--- src/rtl/instr_encoder_if.sv ---
// Request/output bundle between the program loader and instr_encoder.
// The master builds requests and consumes words; the slave is the encoder.
interface instr_encoder_if #(
  parameter int DEPTH = 64
);
  localparam int CW = $clog2(DEPTH) + 1;

  logic          clear;
  logic          in_valid;
  logic          in_ready;
  logic [2:0]    kind;
  logic [2:0]    funct3;
  logic          funct7b5;
  logic [4:0]    rd;
  logic [4:0]    rs1;
  logic [4:0]    rs2;
  logic [31:0]   imm;
  logic          out_valid;
  logic          out_ready;
  logic [31:0]   out_addr;
  logic [31:0]   out_word;
  logic [CW-1:0] count;
  logic          full;
  logic          err;

  modport master (
    output clear, in_valid, kind, funct3, funct7b5, rd, rs1, rs2, imm, out_ready,
    input  in_ready, out_valid, out_addr, out_word, count, full, err
  );

  modport slave (
    input  clear, in_valid, kind, funct3, funct7b5, rd, rs1, rs2, imm, out_ready,
    output in_ready, out_valid, out_addr, out_word, count, full, err
  );
endinterface

--- src/rtl/instr_encoder.sv ---
// RV32I word assembler: field requests -> encoded words at sequential addresses.
// 1-cycle latency, 1 word/cycle; requests stall while full, clearing, or the output is held.
module instr_encoder #(
  parameter int          DEPTH = 64,
  parameter logic [31:0] BASE  = 32'h0000_0000
) (
  input logic           clk,
  input logic           reset,
  instr_encoder_if.slave bus
);
  localparam int CW = $clog2(DEPTH) + 1;

  typedef enum logic [2:0] {
    K_LOAD   = 3'd0,
    K_STORE  = 3'd1,
    K_RTYPE  = 3'd2,
    K_BRANCH = 3'd3,
    K_ITYPE  = 3'd4,
    K_JAL    = 3'd5,
    K_LUI    = 3'd6,
    K_NOP    = 3'd7
  } kind_e;

  localparam logic [6:0] OP_LOAD   = 7'b0000011;
  localparam logic [6:0] OP_STORE  = 7'b0100011;
  localparam logic [6:0] OP_RTYPE  = 7'b0110011;
  localparam logic [6:0] OP_ITYPE  = 7'b0010011;
  localparam logic [6:0] OP_BRANCH = 7'b1100011;
  localparam logic [6:0] OP_JAL    = 7'b1101111;
  localparam logic [6:0] OP_LUI    = 7'b0110111;

  logic          out_valid_q, out_valid_d;
  logic [31:0]   out_addr_q,  out_addr_d;
  logic [31:0]   out_word_q,  out_word_d;
  logic [31:0]   addr_q,      addr_d;
  logic [CW-1:0] count_q,     count_d;
  logic          err_q,       err_d;

  logic               full;
  logic               in_ready;
  logic               accept;
  logic [31:0]        enc_word;
  logic               legal;
  logic signed [31:0] simm;
  logic               fits12;
  logic               fits_br;
  logic               fits_jal;
  logic               shamt_ok;
  logic               is_shift;

  assign full     = (count_q == CW'(DEPTH));
  // Gated by reset so every output reads 0 while reset is held.
  assign in_ready = reset && !full && !bus.clear && (!out_valid_q || bus.out_ready);
  assign accept   = bus.in_valid && in_ready;

  assign simm     = $signed(bus.imm);
  assign fits12   = (simm >= -32'sd2048) && (simm <= 32'sd2047);
  assign fits_br  = (simm >= -32'sd4096) && (simm <= 32'sd4094) && !bus.imm[0];
  assign fits_jal = (simm >= -32'sd1048576) && (simm <= 32'sd1048574) && !bus.imm[0];
  assign shamt_ok = (bus.imm[31:5] == 27'd0);
  assign is_shift = (bus.funct3 == 3'b101);

  always_comb begin
    enc_word = 32'h0000_0013;
    legal    = 1'b1;
    case (kind_e'(bus.kind))
      K_LOAD: begin
        enc_word = {bus.imm[11:0], bus.rs1, bus.funct3, bus.rd, OP_LOAD};
        legal    = fits12;
      end
      K_STORE: begin
        enc_word = {bus.imm[11:5], bus.rs2, bus.rs1, bus.funct3, bus.imm[4:0], OP_STORE};
        legal    = fits12;
      end
      K_RTYPE: begin
        enc_word = {1'b0, bus.funct7b5, 5'b00000, bus.rs2, bus.rs1, bus.funct3, bus.rd, OP_RTYPE};
      end
      K_ITYPE: begin
        if (is_shift) begin
          enc_word = {1'b0, bus.funct7b5, 5'b00000, bus.imm[4:0], bus.rs1, bus.funct3, bus.rd,
                      OP_ITYPE};
          legal    = shamt_ok;
        end else begin
          enc_word = {bus.imm[11:0], bus.rs1, bus.funct3, bus.rd, OP_ITYPE};
          legal    = fits12;
        end
      end
      K_BRANCH: begin
        enc_word = {bus.imm[12], bus.imm[10:5], bus.rs2, bus.rs1, bus.funct3,
                    bus.imm[4:1], bus.imm[11], OP_BRANCH};
        legal    = fits_br;
      end
      K_JAL: begin
        enc_word = {bus.imm[20], bus.imm[10:1], bus.imm[11], bus.imm[19:12], bus.rd, OP_JAL};
        legal    = fits_jal;
      end
      K_LUI: begin
        enc_word = {bus.imm[31:12], bus.rd, OP_LUI};
        legal    = (bus.imm[11:0] == 12'd0);
      end
      default: begin
        enc_word = 32'h0000_0013;
        legal    = 1'b1;
      end
    endcase
  end

  always_comb begin
    out_valid_d = out_valid_q && !bus.out_ready;
    out_addr_d  = out_addr_q;
    out_word_d  = out_word_q;
    addr_d      = addr_q;
    count_d     = count_q;
    err_d       = err_q;
    if (bus.clear) begin
      out_valid_d = 1'b0;
      addr_d      = BASE;
      count_d     = '0;
      err_d       = 1'b0;
    end else if (accept) begin
      if (legal) begin
        out_valid_d = 1'b1;
        out_addr_d  = addr_q;
        out_word_d  = enc_word;
        addr_d      = addr_q + 32'd4;
        count_d     = count_q + 1'b1;
      end else begin
        // Illegal requests are swallowed; only the sticky flag records them.
        err_d = 1'b1;
      end
    end
  end

  always_ff @(posedge clk or negedge reset) begin
    if (!reset) begin
      out_valid_q <= 1'b0;
      out_addr_q  <= 32'd0;
      out_word_q  <= 32'd0;
      addr_q      <= BASE;
      count_q     <= '0;
      err_q       <= 1'b0;
    end else begin
      out_valid_q <= out_valid_d;
      out_addr_q  <= out_addr_d;
      out_word_q  <= out_word_d;
      addr_q      <= addr_d;
      count_q     <= count_d;
      err_q       <= err_d;
    end
  end

  assign bus.in_ready  = in_ready;
  assign bus.out_valid = out_valid_q;
  assign bus.out_addr  = out_addr_q;
  assign bus.out_word  = out_word_q;
  assign bus.count     = count_q;
  assign bus.full      = full;
  assign bus.err       = err_q;
endmodule

--- src/flat_wrapper.sv ---
// flat-port wrapper written by rule: the top's interface ports become plain ports
module instr_encoder_flat 
#(
  parameter int          DEPTH = 64,
  parameter logic [31:0] BASE  = 32'h0000_0000
)
  (clk, reset, bus_clear, bus_in_valid, bus_kind, bus_funct3, bus_funct7b5, bus_rd, bus_rs1, bus_rs2, bus_imm, bus_out_ready, bus_in_ready, bus_out_valid, bus_out_addr, bus_out_word, bus_count, bus_full, bus_err);
  instr_encoder_if #(.DEPTH(DEPTH)) bus_i ();
  input logic clk;
  input logic reset;
  input wire logic [$bits(bus_i.clear)-1:0] bus_clear;
  input wire logic [$bits(bus_i.in_valid)-1:0] bus_in_valid;
  input wire logic [$bits(bus_i.kind)-1:0] bus_kind;
  input wire logic [$bits(bus_i.funct3)-1:0] bus_funct3;
  input wire logic [$bits(bus_i.funct7b5)-1:0] bus_funct7b5;
  input wire logic [$bits(bus_i.rd)-1:0] bus_rd;
  input wire logic [$bits(bus_i.rs1)-1:0] bus_rs1;
  input wire logic [$bits(bus_i.rs2)-1:0] bus_rs2;
  input wire logic [$bits(bus_i.imm)-1:0] bus_imm;
  input wire logic [$bits(bus_i.out_ready)-1:0] bus_out_ready;
  output wire logic [$bits(bus_i.in_ready)-1:0] bus_in_ready;
  output wire logic [$bits(bus_i.out_valid)-1:0] bus_out_valid;
  output wire logic [$bits(bus_i.out_addr)-1:0] bus_out_addr;
  output wire logic [$bits(bus_i.out_word)-1:0] bus_out_word;
  output wire logic [$bits(bus_i.count)-1:0] bus_count;
  output wire logic [$bits(bus_i.full)-1:0] bus_full;
  output wire logic [$bits(bus_i.err)-1:0] bus_err;
  assign bus_i.clear = bus_clear;
  assign bus_i.in_valid = bus_in_valid;
  assign bus_i.kind = bus_kind;
  assign bus_i.funct3 = bus_funct3;
  assign bus_i.funct7b5 = bus_funct7b5;
  assign bus_i.rd = bus_rd;
  assign bus_i.rs1 = bus_rs1;
  assign bus_i.rs2 = bus_rs2;
  assign bus_i.imm = bus_imm;
  assign bus_i.out_ready = bus_out_ready;
  assign bus_in_ready = bus_i.in_ready;
  assign bus_out_valid = bus_i.out_valid;
  assign bus_out_addr = bus_i.out_addr;
  assign bus_out_word = bus_i.out_word;
  assign bus_count = bus_i.count;
  assign bus_full = bus_i.full;
  assign bus_err = bus_i.err;
  instr_encoder #(.DEPTH(DEPTH), .BASE(BASE)) u_core (.clk(clk), .reset(reset), .bus(bus_i));
endmodule
--- config.mk ---
export PLATFORM = sky130hd
export DESIGN_NAME = instr_encoder_flat
export DESIGN_NICKNAME = d
export VERILOG_FILES = /design/src/rtl/instr_encoder_if.sv /design/src/rtl/instr_encoder.sv /design/src/flat_wrapper.sv
export SDC_FILE = /design/constraint.sdc
export NUM_CORES = 1
export LEC_CHECK = 0
export BUFFER_PORTS_ARGS = -buffer_cell sky130_fd_sc_hd__buf_2
export CORE_UTILIZATION = 50
export DETAILED_ROUTE_END_ITERATION = 8
export PLACE_DENSITY = 0.76
export SLEW_MARGIN = 20
export SYNTH_ARGS = -nofsm -noshare
export SYNTH_HDL_FRONTEND = slang
export SYNTH_SLANG_ARGS = --single-unit
--- constraint.sdc ---
create_clock -name clk -period 4 [get_ports clk]
set_input_delay 0.2 -clock clk [delete_from_list [all_inputs] [get_ports clk]]
set_output_delay 0.2 -clock clk [all_outputs]
set_load 0.02 [all_outputs]
==> results.txt <==
The run finished with clean final reports. Power spread over the standard cell area amounts to 357.2 nW/um2. The logs give 0 for the overall overflow remaining after global route and 9 for the number of buffers added by the clock tree synthesis step.

For this run, the leading register cell type out of synthesis is sky130_fd_sc_hd__dfrtp_1. Detailed placement ended at an HPWL of 8929 um. Relative to the synthesized area, the layout overhead comes to 17.43%. Subtracting the final worst setup slack from the clock period gives 2846 ps.

Based on the critical path, the design can be clocked at up to 0.3513 GHz. The internal portion of total power is 1.457 mW. The tools report the number of global-route vias before repair as 4223.

The startpoint kind of the worst setup timing path was a primary input. The worst setup path is captured at a flop. Sequential elements use 49.80% of the synthesized area. The sequential share of power was 53.7%. After routing, the total negative slack on setup checks comes to 0 ps. The tools report the net switching power figure as 0.6509 mW. TritonCTS built the clock tree. Including well taps, the total number of placed cells is 744. In this run, post-CTS repair resized a total of 0 instances.

The worst register-to-register path begins at u_core.bus.count[3]. After clock tree synthesis, the clock-pin slew on the worst setup and hold paths is 100 ps. Input and output buffers added on the ports amount to 131. Across all register-to-register paths, the minimum setup slack is 1160 ps.

The arrival time at the worst endpoint came out at 3110 ps. In the routed layout, each cell is associated on average with a via count of 5.816. The share of layout cells above drive strength 1 came out at 30.19%. The routed via count is 4414. The worst min-delay path startpoint was bus_out_ready. The maximum count of clock buffers along a single path is 2. The clock arrives with 13.18 ps of skew.

The logs give 5025 um2 for the combined area of all synthesized cells and 1 for the quantity of hold-fixing buffers added after cts. The final-report max-slew violation count came out at 0. Before antenna repair, the detailed router went through 5 iterations.

The tools report the worst path required time as 4260 ps. Of the total power, the clock network draws 27.4%. The routed length per instance was 16.12 um; the placement-stage cell area was 5725 um2.

The top fanout value on the critical path is 46. The critical path starts at bus_kind[0]. The ratio of final minimum period to clock period works out to 71.16%. The synthesized design contains 100 register bits. At the later pin of the worst-skew pair, clock insertion delay measures 360 ps.

The clock sink count was 100. The setup path with the least slack is of type in -> reg. The count of unresolved DRC violations after routing is 0, and the die outline area is 10450 um2.

The type of the tightest min-delay check was in -> reg. In the synthesized netlist, the number of instances is 505. The run gives 0 as the final-report hold violation count. After the first detailed-routing iteration, the DRC count stood at 217. Final RePlAce weighted congestion: 0.9322. The initial core utilization was 51.41%; the sum of routed wire length over all layers was 12240 um. The async set-or-reset flop fraction in the synthesized netlist is 100.0%, and the slack of the critical path is 1154 ps. Across every metal layer, demand over resource in global routing totals 24.94%.

Across the run, the number of max-cap violations was 0. 0 antenna diodes ended up in the layout. The tools report the clock root buffer as sky130_fd_sc_hd__clkbuf_8. Cells fill 60.37% of the core in the end.

The leakage power was 2.783 nW. The most critical setup path has its endpoint at u_core.bus.out_word[2]. The placeable core region came out at 9774 um2. At the pin with the least slew margin, the transition time is 1072 ps. Each instance of the synthesized netlist takes up on average 9.950 um2. The run gives 134 as the boundary pin count. The cell area after layout is 5901 um2, and the number of non-filler instances in the completed layout is 759. Setup repair after global routing left no endpoint under its margin. The remaining number of nets flagged by the antenna check after routing was 0; the horizontal die dimension was 102.2 um.

The tools report the Yosys warning count as 0. Yosys mapped a number of flops with a built-in enable equal to 0. The number of cells on the worst reg-to-reg path is 7. In this run the post-CTS setup repair buffer count came out at 0.

Across the VDD grid, the largest voltage drop is 0.2344 mV. The final layout contains 685 nets. Yosys mapped the design onto 59 distinct sky130hd cell types. The H-tree generated during clock tree synthesis spans 3 levels.

The number of rows created at floorplan was 36; the height of the die was 102.2 um. Timing analysis after detailed placement gives a worst setup slack of 750.2 ps. Measured against its own limit, the worst slew margin works out to 28.28%.

The initial antenna violation count is 0, and the share of total power consumed by net switching is 30.88%. Setup violations remaining at the end of the flow were counted as 0. The first global-routing pass estimated 20130 um of wire. The largest net degree at the start of global routing was 68; the part of the total power dissipated in combinational logic was 18.9%.

In this run the critical register-to-register path is captured at u_core.bus.out_word[2].
==> final cells by class <==
cell class / count / area [um2]
flip-flops and latches: 100 / 2502
fillers: 849 / 3874
inverters: 12 / 45.04
clock inverters: 4 / 27.53
repair buffers: 140 / 728.2
well taps: 133 / 166.4
clock buffers: 10 / 137.6
multi-input cells: 360 / 2293
==> cells in the final DEF, fill, tap and decap left out, types with 3 or more instances in the layout <==
master                       synthesis  final
sky130_fd_sc_hd__a21oi_1            31     31
sky130_fd_sc_hd__a221oi_1            5      5
sky130_fd_sc_hd__a22oi_1            22     22
sky130_fd_sc_hd__and3_1              4      4
sky130_fd_sc_hd__buf_2               9    130
sky130_fd_sc_hd__buf_4               3      9
sky130_fd_sc_hd__clkbuf_8            0     10
sky130_fd_sc_hd__clkinvlp_4          0      3
sky130_fd_sc_hd__dfrtp_1           100    100
sky130_fd_sc_hd__ha_1                3      3
sky130_fd_sc_hd__inv_1              12     12
sky130_fd_sc_hd__mux2_2             27     27
sky130_fd_sc_hd__nand2_1            57     57
sky130_fd_sc_hd__nand3_1            18     18
sky130_fd_sc_hd__nand4_1            15     15
sky130_fd_sc_hd__nor2_1             23     23
sky130_fd_sc_hd__nor2b_1             4      4
sky130_fd_sc_hd__nor3_1              4      4
sky130_fd_sc_hd__nor4_1              8      8
sky130_fd_sc_hd__o21ai_0            53     53
sky130_fd_sc_hd__o31ai_1            15     15
sky130_fd_sc_hd__or3_1              10     10
sky130_fd_sc_hd__or4_1              17     17
sky130_fd_sc_hd__xnor2_1             3      3
==> through the flow <==
step	hold slack (ps)	power, mW
floorplan	-95.59	1.374
global placement	176.2	1.541
detailed placement	179.4	1.550
CTS	115.1	2.123
global route	119.0	2.214
finish	127.4	2.108
==> state kept, by name, indices dropped and copies added, names as in the netlist <==
name / cells
u_core.addr_q: 30
u_core.bus.out_valid: 1
u_core.bus.count: 7
u_core.bus.err: 1
u_core.bus.out_addr: 30
u_core.bus.out_word: 31
==> worst max-delay path: stages <==
cell and delay [ps]:
sky130_fd_sc_hd__buf_2 330, sky130_fd_sc_hd__nor4_1 130, sky130_fd_sc_hd__and4b_1 210, sky130_fd_sc_hd__o21ai_0 280, sky130_fd_sc_hd__o221ai_4 200, sky130_fd_sc_hd__o21ai_4 880
sky130_fd_sc_hd__buf_4 480, sky130_fd_sc_hd__mux2_2 380
==> cells in the mapped netlist, types with 2 or more instances <==
master                     instances  share of area [%]
sky130_fd_sc_hd__o21a_1            2               0.30
sky130_fd_sc_hd__or3_1            10                1.2
sky130_fd_sc_hd__a21oi_1          31                3.1
sky130_fd_sc_hd__nor3_1            4               0.40
sky130_fd_sc_hd__buf_1             4               0.30
sky130_fd_sc_hd__mux2i_1           2               0.40
sky130_fd_sc_hd__buf_2             9               0.90
sky130_fd_sc_hd__buf_4             3               0.45
sky130_fd_sc_hd__o211ai_1          2               0.30
sky130_fd_sc_hd__clkbuf_1         13               0.97
sky130_fd_sc_hd__and3_1            4               0.50
sky130_fd_sc_hd__o21ai_0          53                5.3
sky130_fd_sc_hd__or2_2             2               0.25
sky130_fd_sc_hd__a22oi_1          22                3.3
sky130_fd_sc_hd__mux2_2           27                6.1
sky130_fd_sc_hd__and2_0            2               0.25
sky130_fd_sc_hd__nor2_1           23                1.7
sky130_fd_sc_hd__ha_1              3               0.75
sky130_fd_sc_hd__inv_1            12               0.90
sky130_fd_sc_hd__o31ai_1          15                2.2
sky130_fd_sc_hd__a21o_1            2               0.30
sky130_fd_sc_hd__a221oi_1          5               0.87
sky130_fd_sc_hd__buf_6             2               0.45
sky130_fd_sc_hd__nand2b_1          2               0.25
sky130_fd_sc_hd__nor2b_1           4               0.50
sky130_fd_sc_hd__nand4_1          15                1.9
sky130_fd_sc_hd__xnor2_1           3               0.52
sky130_fd_sc_hd__nor4_1            8                1.0
sky130_fd_sc_hd__nand2_1          57                4.3
sky130_fd_sc_hd__dfrtp_1         100                 50
sky130_fd_sc_hd__nand3_1          18                1.8
sky130_fd_sc_hd__or4_1            17                2.5
sky130_fd_sc_hd__xor2_1            2               0.35
sky130_fd_sc_hd__and2_1            2               0.25
==> metal layers <==
layer	share of wire, %	wire length (um)	global-route usage [%]
met3	5.7	701	5.609
met2	50	6145	43.16
met1	43	5226	31.29
met5	0	0	0
met4	1.3	162	7.033
==> power by group through the flow <==
stage / logic, mW / registers, mW / clock network, mW
floorplan: 0.131 / 1.24 / 0
global placement: 0.392 / 1.15 / 0
detailed placement: 0.401 / 1.15 / 0
CTS: 0.401 / 1.13 / 0.591
global route: 0.439 / 1.14 / 0.634
finish: 0.399 / 1.13 / 0.578
==> how the worst min path moves through the flow <==
stage / end / depth (start not counted)
2_1_floorplan: u_core.addr_q[10] / 0
3_3_place_gp: u_core.bus.out_addr[30] / 1
3_5_place_dp: u_core.bus.out_addr[26] / 1
4_1_cts: u_core.bus.out_valid / 3
5_1_grt: u_core.bus.out_valid / 3
6_report: u_core.bus.out_valid / 3
==> kinds of logic (layout without fill, tap and decap cells) <==
group           after synthesis  count (layout)  share of synthesized area, %
flops                       100             100                         49.80
other cells                   1               2                       0.07463
simple gates                176             176                         18.58
fa+ha+maj                     3               3                        0.7471
mux                          29              29                         6.449
compound gates              145             145                         18.85
xor+xnor                      5               5                        0.8717
buf+inv                      46             166                         4.631
No activity file was read; power rests on OpenSTA's default activity.
